## src/rtl/intc_pkg.sv

```systemverilog
// rtl/intc_pkg.sv - shared constants for the external interrupt controller
// Purpose: register address map, line count and default synchronizer depth.
// Ports: none (package). Optional feature macro used by intc: INTC_IPI_EN.
package intc_pkg;
    localparam int INTC_LINES       = 8;   // matches CSR HWI_in width
    localparam int INTC_SYNC_STAGES = 2;

    localparam logic [3:0] INTC_PEND = 4'h0;
    localparam logic [3:0] INTC_EN   = 4'h4;
    localparam logic [3:0] INTC_EDGE = 4'h8;
    localparam logic [3:0] INTC_IPI  = 4'hC;
endpackage

```

## src/rtl/intc_sync.sv

```systemverilog
// rtl/intc_sync.sv - one-line synchronizer with rising-edge detect
// Purpose: SYNC_STAGES-deep synchronizer for one async line plus a prev flop.
// Ports: clk, rst (sync active-high), i_async (raw line),
//        o_s (synchronized level), o_rise (s high this cycle, low the last).
module intc_sync #(
    parameter int SYNC_STAGES = 2
) (
    input  logic clk,
    input  logic rst,
    input  logic i_async,
    output logic o_s,
    output logic o_rise
);
    logic [SYNC_STAGES-1:0] r_chain;
    logic                   r_prev;

    always_ff @(posedge clk) begin
        if (rst) begin
            r_chain <= '0;
            r_prev  <= 1'b0;
        end else begin
            r_chain <= {r_chain[SYNC_STAGES-2:0], i_async};
            r_prev  <= r_chain[SYNC_STAGES-1];
        end
    end

    assign o_s    = r_chain[SYNC_STAGES-1];
    assign o_rise = o_s & ~r_prev;
endmodule

```

## src/rtl/intc.sv

```systemverilog
// rtl/intc.sv - external interrupt controller feeding CSR ESTAT.HWI/IPI
// Purpose: synchronizes 8 device lines, applies level/edge mode and enable,
//          registers HWI_out; optional software IPI flag when INTC_IPI_EN is defined.
// Ports: clk, rst (sync active-high), irq_src[7:0] (async lines),
//        req/we/addr[3:0]/wdata[31:0] (single-cycle MMIO request),
//        rdata[31:0]/ack (response one cycle after req),
//        HWI_out[7:0] (to CSR HWI_in), IPI_out (to CSR IPI_in).
module intc
    import intc_pkg::*;
#(
    parameter int SYNC_STAGES = INTC_SYNC_STAGES
) (
    input  logic                  clk,
    input  logic                  rst,
    input  logic [INTC_LINES-1:0] irq_src,
    input  logic                  req,
    input  logic                  we,
    input  logic [3:0]            addr,
    input  logic [31:0]           wdata,
    output logic [31:0]           rdata,
    output logic                  ack,
    output logic [INTC_LINES-1:0] HWI_out,
    output logic                  IPI_out
);
    logic [INTC_LINES-1:0] w_s;
    logic [INTC_LINES-1:0] w_rise;
    logic [INTC_LINES-1:0] r_pend;
    logic [INTC_LINES-1:0] r_en;
    logic [INTC_LINES-1:0] r_edge;
    logic [INTC_LINES-1:0] r_hwi;
    logic                  r_ack;
    logic [31:0]           r_rdata;
    logic [31:0]           w_rdata;
    logic [3:0]            w_reg;
    logic                  w_wr_pend;
    logic                  w_wr_en;
    logic                  w_wr_edge;
    logic [INTC_LINES-1:0] w_clr;
    logic [INTC_LINES-1:0] w_mode_chg;
    logic [INTC_LINES-1:0] w_pend_next;
    logic                  w_unused_bits;
    logic                  r_ipi;

    for (genvar i = 0; i < INTC_LINES; i++) begin : g_sync
        intc_sync #(.SYNC_STAGES(SYNC_STAGES)) u_sync (
            .clk    (clk),
            .rst    (rst),
            .i_async(irq_src[i]),
            .o_s    (w_s[i]),
            .o_rise (w_rise[i])
        );
    end

    assign w_reg      = {addr[3:2], 2'b00};
    assign w_wr_pend  = req & we & (w_reg == INTC_PEND);
    assign w_wr_en    = req & we & (w_reg == INTC_EN);
    assign w_wr_edge  = req & we & (w_reg == INTC_EDGE);

    // W1C only reaches edge-mode bits; level bits just follow the source.
    assign w_clr      = w_wr_pend ? (wdata[INTC_LINES-1:0] & r_edge) : '0;
    // A mode switch discards whatever was latched under the old mode.
    assign w_mode_chg = w_wr_edge ? (wdata[INTC_LINES-1:0] ^ r_edge) : '0;
    // New rise is OR-ed after the clear so a colliding W1C cannot lose it.
    assign w_pend_next = ((r_edge & ((r_pend & ~w_clr) | w_rise)) | (~r_edge & w_s))
                         & ~w_mode_chg;

    assign w_unused_bits = ^{addr[1:0], wdata[31:INTC_LINES]};

    always_comb begin
        w_rdata = '0;
        case (w_reg)
            INTC_PEND: w_rdata[INTC_LINES-1:0] = r_pend;
            INTC_EN:   w_rdata[INTC_LINES-1:0] = r_en;
            INTC_EDGE: w_rdata[INTC_LINES-1:0] = r_edge;
`ifdef INTC_IPI_EN
            INTC_IPI:  w_rdata[0] = r_ipi;
`endif
            default:   w_rdata = '0;
        endcase
    end

    always_ff @(posedge clk) begin
        if (rst) begin
            r_pend  <= '0;
            r_en    <= '0;
            r_edge  <= '0;
            r_hwi   <= '0;
            r_ack   <= 1'b0;
            r_rdata <= '0;
        end else begin
            r_pend  <= w_pend_next;
            r_hwi   <= r_pend & r_en;
            r_ack   <= req;
            r_rdata <= (req & ~we) ? w_rdata : '0;
            if (w_wr_en)   r_en   <= wdata[INTC_LINES-1:0];
            if (w_wr_edge) r_edge <= wdata[INTC_LINES-1:0];
        end
    end

`ifdef INTC_IPI_EN
    logic r_ipi_out;
    logic w_wr_ipi;

    assign w_wr_ipi = req & we & (w_reg == INTC_IPI);

    always_ff @(posedge clk) begin
        if (rst) begin
            r_ipi     <= 1'b0;
            r_ipi_out <= 1'b0;
        end else begin
            r_ipi_out <= r_ipi;
            // Set is checked first so a set+clear write leaves the flag set.
            if (w_wr_ipi && wdata[0])      r_ipi <= 1'b1;
            else if (w_wr_ipi && wdata[1]) r_ipi <= 1'b0;
        end
    end

    assign IPI_out = r_ipi_out;
`else
    assign r_ipi   = 1'b0;
    assign IPI_out = 1'b0;
`endif

    assign HWI_out = r_hwi;
    assign ack     = r_ack;
    assign rdata   = r_rdata;
endmodule

```

## config.mk

```make
export PLATFORM = sky130hd
export DESIGN_NAME = intc
export DESIGN_NICKNAME = d
export VERILOG_FILES = /design/src/rtl/intc_pkg.sv /design/src/rtl/intc_sync.sv /design/src/rtl/intc.sv
export SDC_FILE = /design/constraint.sdc
export NUM_CORES = 1
export LEC_CHECK = 0
export BUFFER_PORTS_ARGS = -buffer_cell sky130_fd_sc_hd__buf_4
export CORE_UTILIZATION = 45
export CTS_CLUSTER_DIAMETER = 150
export DETAILED_ROUTE_END_ITERATION = 8
export GPL_ROUTABILITY_DRIVEN = 0
export PLACE_DENSITY = 0.85
export SETUP_SLACK_MARGIN = 0.02
export SYNTH_ARGS = -nofsm -noshare
export SYNTH_HDL_FRONTEND = slang
export SYNTH_HIERARCHICAL = 1
export SYNTH_SLANG_ARGS = --single-unit
```

## constraint.sdc

```tcl
create_clock -name clk -period 1.32 [get_ports clk]
set_clock_uncertainty 0.15 [all_clocks]
set_input_delay 0 -clock clk [delete_from_list [all_inputs] [get_ports clk]]
set_output_delay 0 -clock clk [all_outputs]
set_load 0.01 [all_outputs]
```

== Word level (Yosys, flattened, before mapping) ==
Cells that the tools add are included.
Storage, ports and cells
  flip-flop bits (word level): 89
  bits of input ports: 48
  output and inout bits: 42
  word-level logic and storage cells: 65
Cells by class
  eq/ne operators: 2
  mux-type cells: 3
  bitwise logic cells: 35
  reduce and logical (&&, ||, !) cells: 2
Operators with widths (number)
  $and 8x8->8: 6
  $not 8->8: 3
  $pmux 8 s3: 1
  $mux 8: 2
  $or 8x8->8: 2
  $and 1x1->1: 13
  $not 1->1: 10
  $xor 8x8->8: 1
  $logic_not 4->1: 1
  $eq 2x1->1 const B: 1
  $eq 2x2->1 const B: 1
  $reduce_or 2->1: 1

== Longest topological paths before layout ==
Gate-level depths: netlist (run 1).
  depth after elaboration: 9
  depth in mapped cells: 5
  depth with buffers taken out: 4

== Modules after synthesis ==
The synthesis (run 1) kept the hierarchy.
By module, submodules not included
  intc: times used 1, cells an instance 230, area each 1955.6 um^2, sequential area each 820.8 um^2
  intc_sync: times used 8, cells an instance 7, area each 87.6 um^2, sequential area each 60.1 um^2

== Worst setup path before layout (run 1) ==
Ideal clock, no wire load.
  path type: flip-flop to flip-flop
  start: register r_edge[0]
  end: register r_pend[0]
  setup time: 0.115 ns
  arrival: 0.786 ns
  required time: 1.055 ns
  slack: 0.269 ns
  stages on the path, launching flop included: 4
  buffers on the path: 0
  clock period less this slack: 1.051 ns
  cells stage by stage: dfxtp_1 -> ha_1 -> nand2_1 -> and3_1
On the way
  word-level cells in the longest chain between the ends: 8
  elaborated cells between the ends (all ways): 13
  those cells by class: mux: 2; bitwise: 11
RTL lines
  start, declared: line intc.sv:29  | logic [INTC_LINES-1:0] r_edge;
  start signal, assigned: line intc.sv:96  | if (w_wr_edge) r_edge <= wdata[INTC_LINES-1:0];
  $and 8x8->8: line intc.sv:60  | assign w_clr = w_wr_pend ? (wdata[INTC_LINES-1:0] & r_edge) : '0;
  $mux 8: line intc.sv:60
  $not 8->8: line intc.sv:64  | assign w_pend_next = ((r_edge & ((r_pend & ~w_clr) | w_rise)) | (~r_edge & w_s))
  $and 8x8->8: line intc.sv:64
  $or 8x8->8: line intc.sv:64
  $and 8x8->8: line intc.sv:64
  $or 8x8->8: line intc.sv:64
  $and 8x8->8 *: line intc.sv:65  | & ~w_mode_chg;
  end signal, assigned: line intc.sv:91  | r_pend <= w_pend_next;
  end, declared: line intc.sv:27  | logic [INTC_LINES-1:0] r_pend;
Every way passes the cells marked *; elsewhere a longest branch is shown, timed or not.
A chain may end at the register's enable or synchronous reset.

== Worst setup path in the final report (run 1) ==
  start: input port rst
  end: register r_ack, in the netlist ack
RTL lines
  start, declared: line intc.sv:14  | input logic rst,
  end signal, assigned: line intc.sv:93  | r_ack <= req;
  end, declared: line intc.sv:31  | logic r_ack;
No word-level cell between the ends.

==> metrics.txt, run 1 <==
status finished clean; post-route ant nets 0; Setup TNS 0 ns; Comb pwr share roughly 8.6%; Vias/cell about 4.8; GR Util All Layers 18.7%; DRC viols 0; CP Launch Type input pin; top post-synthesis cells by area dfxtp_1 (49%), buf_4 (7.6%), nand2_1 (6.9%); antenna violations before repair 0; post-synth top area cell dfxtp_1; clock share of power about 40%; Yosys cell types 22; largest net degree at the start of global routing 38; I/O pin count 90; Pre-Repair DR Iteration Count 4; Fill cells 495; area of the multi-input gates between 1000 and 1500 um2; syn_area_per_cell a little over 9 um2; Lkg Pwr 1.42 nW; Crit Path Max Fanout 3; most frequent cells in the layout dfxtp_1 (65), nand2_1 (49), buf_4 (48); VDD IR max 0.523 mV; critical path data required time between 1 and 1.5 ns; FF-to-FF path depth 4; grt ovf 0; Post-CTS Setup Bufs 0; CP delay by family, top buffers and inverters; PortBufs 38; wirelength, routed between 5 and 6 mm; Worst Hold Class input pin to flop; overall die width roughly 79 um; flops & latches, synth 65; clock latency on the worst-skew pair 0.34 ns; Switch Pwr 0.945 mW; initial detailed-routing violation count ~140; Reg power frac slightly above 50%; Starting Density 47.4%; n_diodes 0; crit-path cells dlygate4sd3_1, buf_4, nor2b_1, dlygate4sd3_1; CTS sink count 65; CTS H-tree lvls 3; Pwr Density ~1200 nW/um2; final setup fails 0; Avg WL per Cell roughly 13 um; full die area between 6000 and 7000 um2; Tcrit/Tclk final between 90% and 100%; area added between synthesis and finish 26.8%; crit path max-delay cell type dlygate4sd3_1; FF-to-FF Start g_sync[5].u_sync/r_chain[1]$_SDFF_PP0_; Int Pwr approximately 3.1 mW; Core Region approximately 5600 um2; cts hold-fix bufs 22; RSZ-0062 raised after global routing false; crit-path most repeated cell dlygate4sd3_1; minimum clock period between 1 and 1.5 ns; critical path type input pin to flop; TritonCTS clock tree done; # rows 27; WP buf/inv 3; Clock Path Buffers 2; vias in the first global route 1953; Die Ht slightly below 80 um; clk root buf clkbuf_8; number of cells on the critical path 4; hold_ws roughly 0.029 ns; commonest non-fill, non-tap cell in the layout dfxtp_1; Switching Fraction around a quarter; routed vias around 2100; Tot Pwr 4.05 mW; post-synthesis cell area between 2000 and 3000 um2; synthesized instance count 286; Synth top area share between 40% and 50%; Inserted Clock Buffers 9; fmax ~780 MHz; YS warnings 6; HPWL Detailed roughly 3.5 mm; Register Area between 1000 and 1500 um2; Clk pin slew, worst setup/hold paths roughly 0.070 ns; Gates resized, CTS repair 0; register area share after synthesis 49.0%; CP Capture Type flop; reg2reg end r_pend[5]$_SDFF_PP0_; FF-to-FF setup slack ~0.13 ns; hold depth 3; final hold viol count 0; hold-critical path endpoint rdata[0]$_SDFF_PP0_; slowest stage delay, CP 0.57 ns; Nets about 410; critical hold path startpoint we; first-pass GRT wire length between 8 and 9 mm; Final Slew Violations 0; layout cells sized above 1 19.9%; CP Data Arrival Time about 1.4 ns; Max-Cap Viols 0
-- registers in the layout, indices dropped and copies added (netlist names) --
register / cells
g_sync.u_sync/r_chain: 16
HWI_out: 8
g_sync.u_sync/r_prev: 8
r_edge: 8
r_en: 8
r_pend: 8
rdata: 8
ack: 1
-- power groups by stage --
stage	clock network (mW)	registers [mW]	logic, mW
3_5_place_dp	0	2.09	0.289
3_3_place_gp	0	2.08	0.281
5_1_grt	1.79	2.05	0.379
6_report	1.66	2.04	0.347
2_1_floorplan	0	2.08	0.228
4_1_cts	1.70	2.04	0.344
-- metal layers --
layer | part of all wire (%) | vias to the layer above | track usage [%]
li1 | - | 1052 | -
met1 | 44 | 972 | 22.4
met2 | 49 | 52 | 30.4
met3 | 5.2 | 8 | 4.94
met4 | 1.6 | 0 | 10.2
met5 | 0 | - | 0
-- final cells by class --
cell class                 instances  share of cell area, %
sequential                        65                   38.6
tap                               72                   2.68
multi-input combinational        210                   35.6
clock buffer                      11                   4.20
clock inverter                     5                   1.64
timing repair buffer              70                   17.2
-- Yosys cell counts (all sizes together) --
master and count:
dfxtp 65, nand2 49, nor2b 34, buf 33, nor2 32, a21oi 16
nand4b 10, a211oi 8, a2bb2oi 8, and3 8, ha 8, mux2i 8
and4b 2, clkbuf 2, and4bb 1, conb 1, nand3b 1
-- logic make-up (layout without fill, tap and decap cells) --
logic type               Yosys count  in the layout  synth area share (%)
adder cells (fa/ha/maj)            8              8                  3.77
flip-flops                        65             65                  49.0
other                              1             25                 0.141
AO/OA/AOI/OAI                     32             32                  7.91
AND/OR/NAND/NOR                  137            137                  26.9
multiplexers                       8              8                  3.01
buffers and inverters             35             86                  9.28
-- worst max-delay path by stage --
stage	startpoint	to	slack [ns]
3_3_place_gp	addr[3]	r_pend[7]$_SDFF_PP0_	0.14
3_5_place_dp	addr[3]	r_pend[4]$_SDFF_PP0_	0.08
6_report	rst	ack$_SDFF_PP0_	0.05
2_1_floorplan	r_edge[0]$_SDFFE_PP0P_	r_pend[0]$_SDFF_PP0_	0.27
5_1_grt	rst	r_pend[3]$_SDFF_PP0_	0.02
4_1_cts	rst	ack$_SDFF_PP0_	0.09
-- through the flow --
step	worst slack, ns	utilization, %	instance area, um2	instances
6_report	0.0458	60.0	3370	433
5_1_grt	0.0240	60.0	3370	433
4_1_cts	0.0913	60.0	3370	433
3_5_place_dp	0.0807	52.6	2950	395
3_3_place_gp	0.140	52.6	2950	395
2_1_floorplan	0.269	-	2750	310
-- worst register-to-register path, delay by kind of cell (launching register included) --
kind	cells	cell delay, ns
flops	1	0.34
compound gates	1	0.25
simple gates	3	0.40
(Power assumes the default switching activity.)
==> run 2: changes to the inputs <==
SYNTH_HIERARCHICAL = default   (was 1)
==> run 2 against run 1 <==
Power increased by 8.3%; worst hold slack got worse by 0.0039 ns; cell area decreased by 2.2%; cell count decreased by 5.3%; utilization decreased by 0.24 points; largest cell class unchanged; critical endpoint unchanged.
==> metrics.txt, run 2 <==
VDD IR max 0.520 mV; critical path data required time 1.44 ns; top post-synthesis cells by area dfxtp_1 (50%), nand2_1 (8.3%), buf_4 (7.6%); initial detailed-routing violation count between 150 and 200; HPWL Detailed ~3.1 mm; CTS H-tree lvls 3; routed vias 1978; Pwr Density 1330 nW/um2; Post-CTS Setup Bufs 0; clock latency on the worst-skew pair about 0.33 ns; Crit Path Max Fanout 2; TritonCTS clock tree done; I/O pin count 90; Die Ht approximately 78 um; largest net degree at the start of global routing 57; PortBufs 38; adder and majority gate portion of the synthesized area between 3 and 4%; Avg WL per Cell 12.1 um; Fill cells ~470; Post-synth top cells dfxtp_1 (65), nand2_1 (57), buf_4 (26), nor2b_1 (26); Finished Cell Area approximately 3300 um2; register area share after synthesis 50.4%; CP Launch Type input pin; commonest non-fill, non-tap cell in the layout dfxtp_1; n_diodes 0; most common cell in the netlist dfxtp_1; Pre-Repair DR Iteration Count 4; synthesized instance count ~270; Yosys cell types 21; full die area between 6000 and 7000 um2; DRC viols 0; Final Slew Violations 0; RSZ-0062 raised after global routing false; post-route ant nets 0; Gates resized, CTS repair 0; crit-path cells dlygate4sd3_1, buf_4, nor2b_1, dlygate4sd3_1; GR Util All Layers between 10% and 20%; post-synth top area cell dfxtp_1; Most flops, register g_sync.u_sync.r_chain; post-synthesis simple-gate area fraction between 20 and 25%; area added between synthesis and finish 27.6%; syn_area_per_cell ~9.5 um2; CP Capture Type flop; number of flip-flops in the largest register 16; vias in the first global route 1903; largest family of logic cells by synthesized area simple AND/OR/NAND/NOR gates; Clk pin slew, worst setup/hold paths about 0.07 ns; # rows 27; Core Region about 5500 um2; Starting Density between 40% and 50%; wirelength, routed 4.97 mm; Post-DP Area around 2800 um2; crit path max-delay cell type dlygate4sd3_1; multiplexer area fraction after synthesis approximately 3.1%; final setup fails 0; clk root buf clkbuf_8; post-synthesis cell area between 2000 and 3000 um2; Post-synth EDFFs 0; Main synth FF type dfxtp_1; Worst Hold Class input pin to flop; final hold viol count 0; YS warnings 0; Vias/cell just under 5; complex-gate fraction of the synthesized area between 10% and 20%; flops & latches, synth 65; status finished clean; post-layout util roughly three fifths; layout cells sized above 1 17.8%; fmax 787 MHz; Tcrit/Tclk final a little over nine tenths; CP Data Arrival Time about 1.4 ns; CTS sink count 65; crit-path most repeated cell dlygate4sd3_1; Inserted Clock Buffers 9; Lkg Pwr 1.37 nW; critical path type input pin to flop; overall die width slightly below 80 um; Synth async-reset ratio 0%; FF-to-FF setup slack ~0.1 ns; Nets just under 400; minimum clock period roughly 1.3 ns; first-pass GRT wire length ~8.3 mm; Setup TNS 0 ns; Synth top area share roughly half; Clock Path Buffers 2; slowest stage delay, CP ~0.57 ns; antenna violations before repair 0; most frequent cells in the layout dfxtp_1 (65), nand2_1 (57), buf_4 (41); Post-Synth XOR/XNOR Area 0%; grt ovf 0; Max-Cap Viols 0
==> run 2: stage by stage <==
step	instances	power (mW)	setup WS (ns)	hold slack, ns
3_3_place_gp	374	2.33	0.177	0.0534
6_report	410	4.39	0.0496	0.0254
2_1_floorplan	297	2.29	0.230	-0.0669
3_5_place_dp	374	2.34	0.136	0.0647
5_1_grt	410	4.54	0.0229	0.0415
4_1_cts	410	4.41	0.0823	0.0103
==> run 2: path summary, 6_finish.rpt <==
path	start	endpoint	cells after the start
setup / recovery	rst	ack$_SDFF_PP0_	4
hold / removal	we	rdata[7]$_SDFF_PP0_	3
setup reg to reg	r_edge[1]$_SDFFE_PP0P_	r_pend[1]$_SDFF_PP0_	3
hold reg to reg	g_sync[4].u_sync.r_chain[0]$_SDFF_PP0_	g_sync[4].u_sync.r_chain[1]$_SDFF_PP0_	1
==> run 2: metal layers <==
metal | vias up | GRT usage [%] | wire (um)
met2 | 75 | 30.5 | 2420
met4 | 0 | 13.8 | 113
met5 | - | 0 | 0
met1 | 903 | 19.6 | 2170
li1 | 990 | - | -
met3 | 10 | 4.12 | 265
==> run 2: final cells by class <==
cell class                      count  area, um2  share of cell area (%)
Tap cell                           72       90.1                    2.74
Timing Repair Buffer               63        548                    16.6
Sequential cell                    65       1300                    39.5
Multi-Input combinational cell    194       1110                    33.7
Clock inverter                      5        103                    3.12
Clock buffer                       11        141                    4.29
==> run 2: critical path: cells and delay by family <==
family,cells,cell delay [ns]
buffers and inverters,3,1.25
and+or+nand+nor,1,0.14
==> run 2: power breakdown <==
group | internal [mW] | switching, mW | leakage (nW)
logic | 0.156 | 0.156 | 0.724
registers | 2.01 | 0.0283 | 0.529
clock network | 1.30 | 0.732 | 0.120
total | 3.47 | 0.915 | 1.37
==> run 2: logic make-up after synthesis <==
logic type / after synthesis
multiplexers: 8
buffers and inverters: 38
flip-flops: 65
adder cells (fa/ha/maj): 8
AND/OR/NAND/NOR: 113
other: 1
AO/OA/AOI/OAI: 40
==> run 2: what timing repair did <==
| item | CTS | global route |
|---|---|---|
| endpoints found under the setup margin | 0 | 0 |
| hold buffers | 20 | 0 |
| hold endpoints to repair | 65 | 0 |
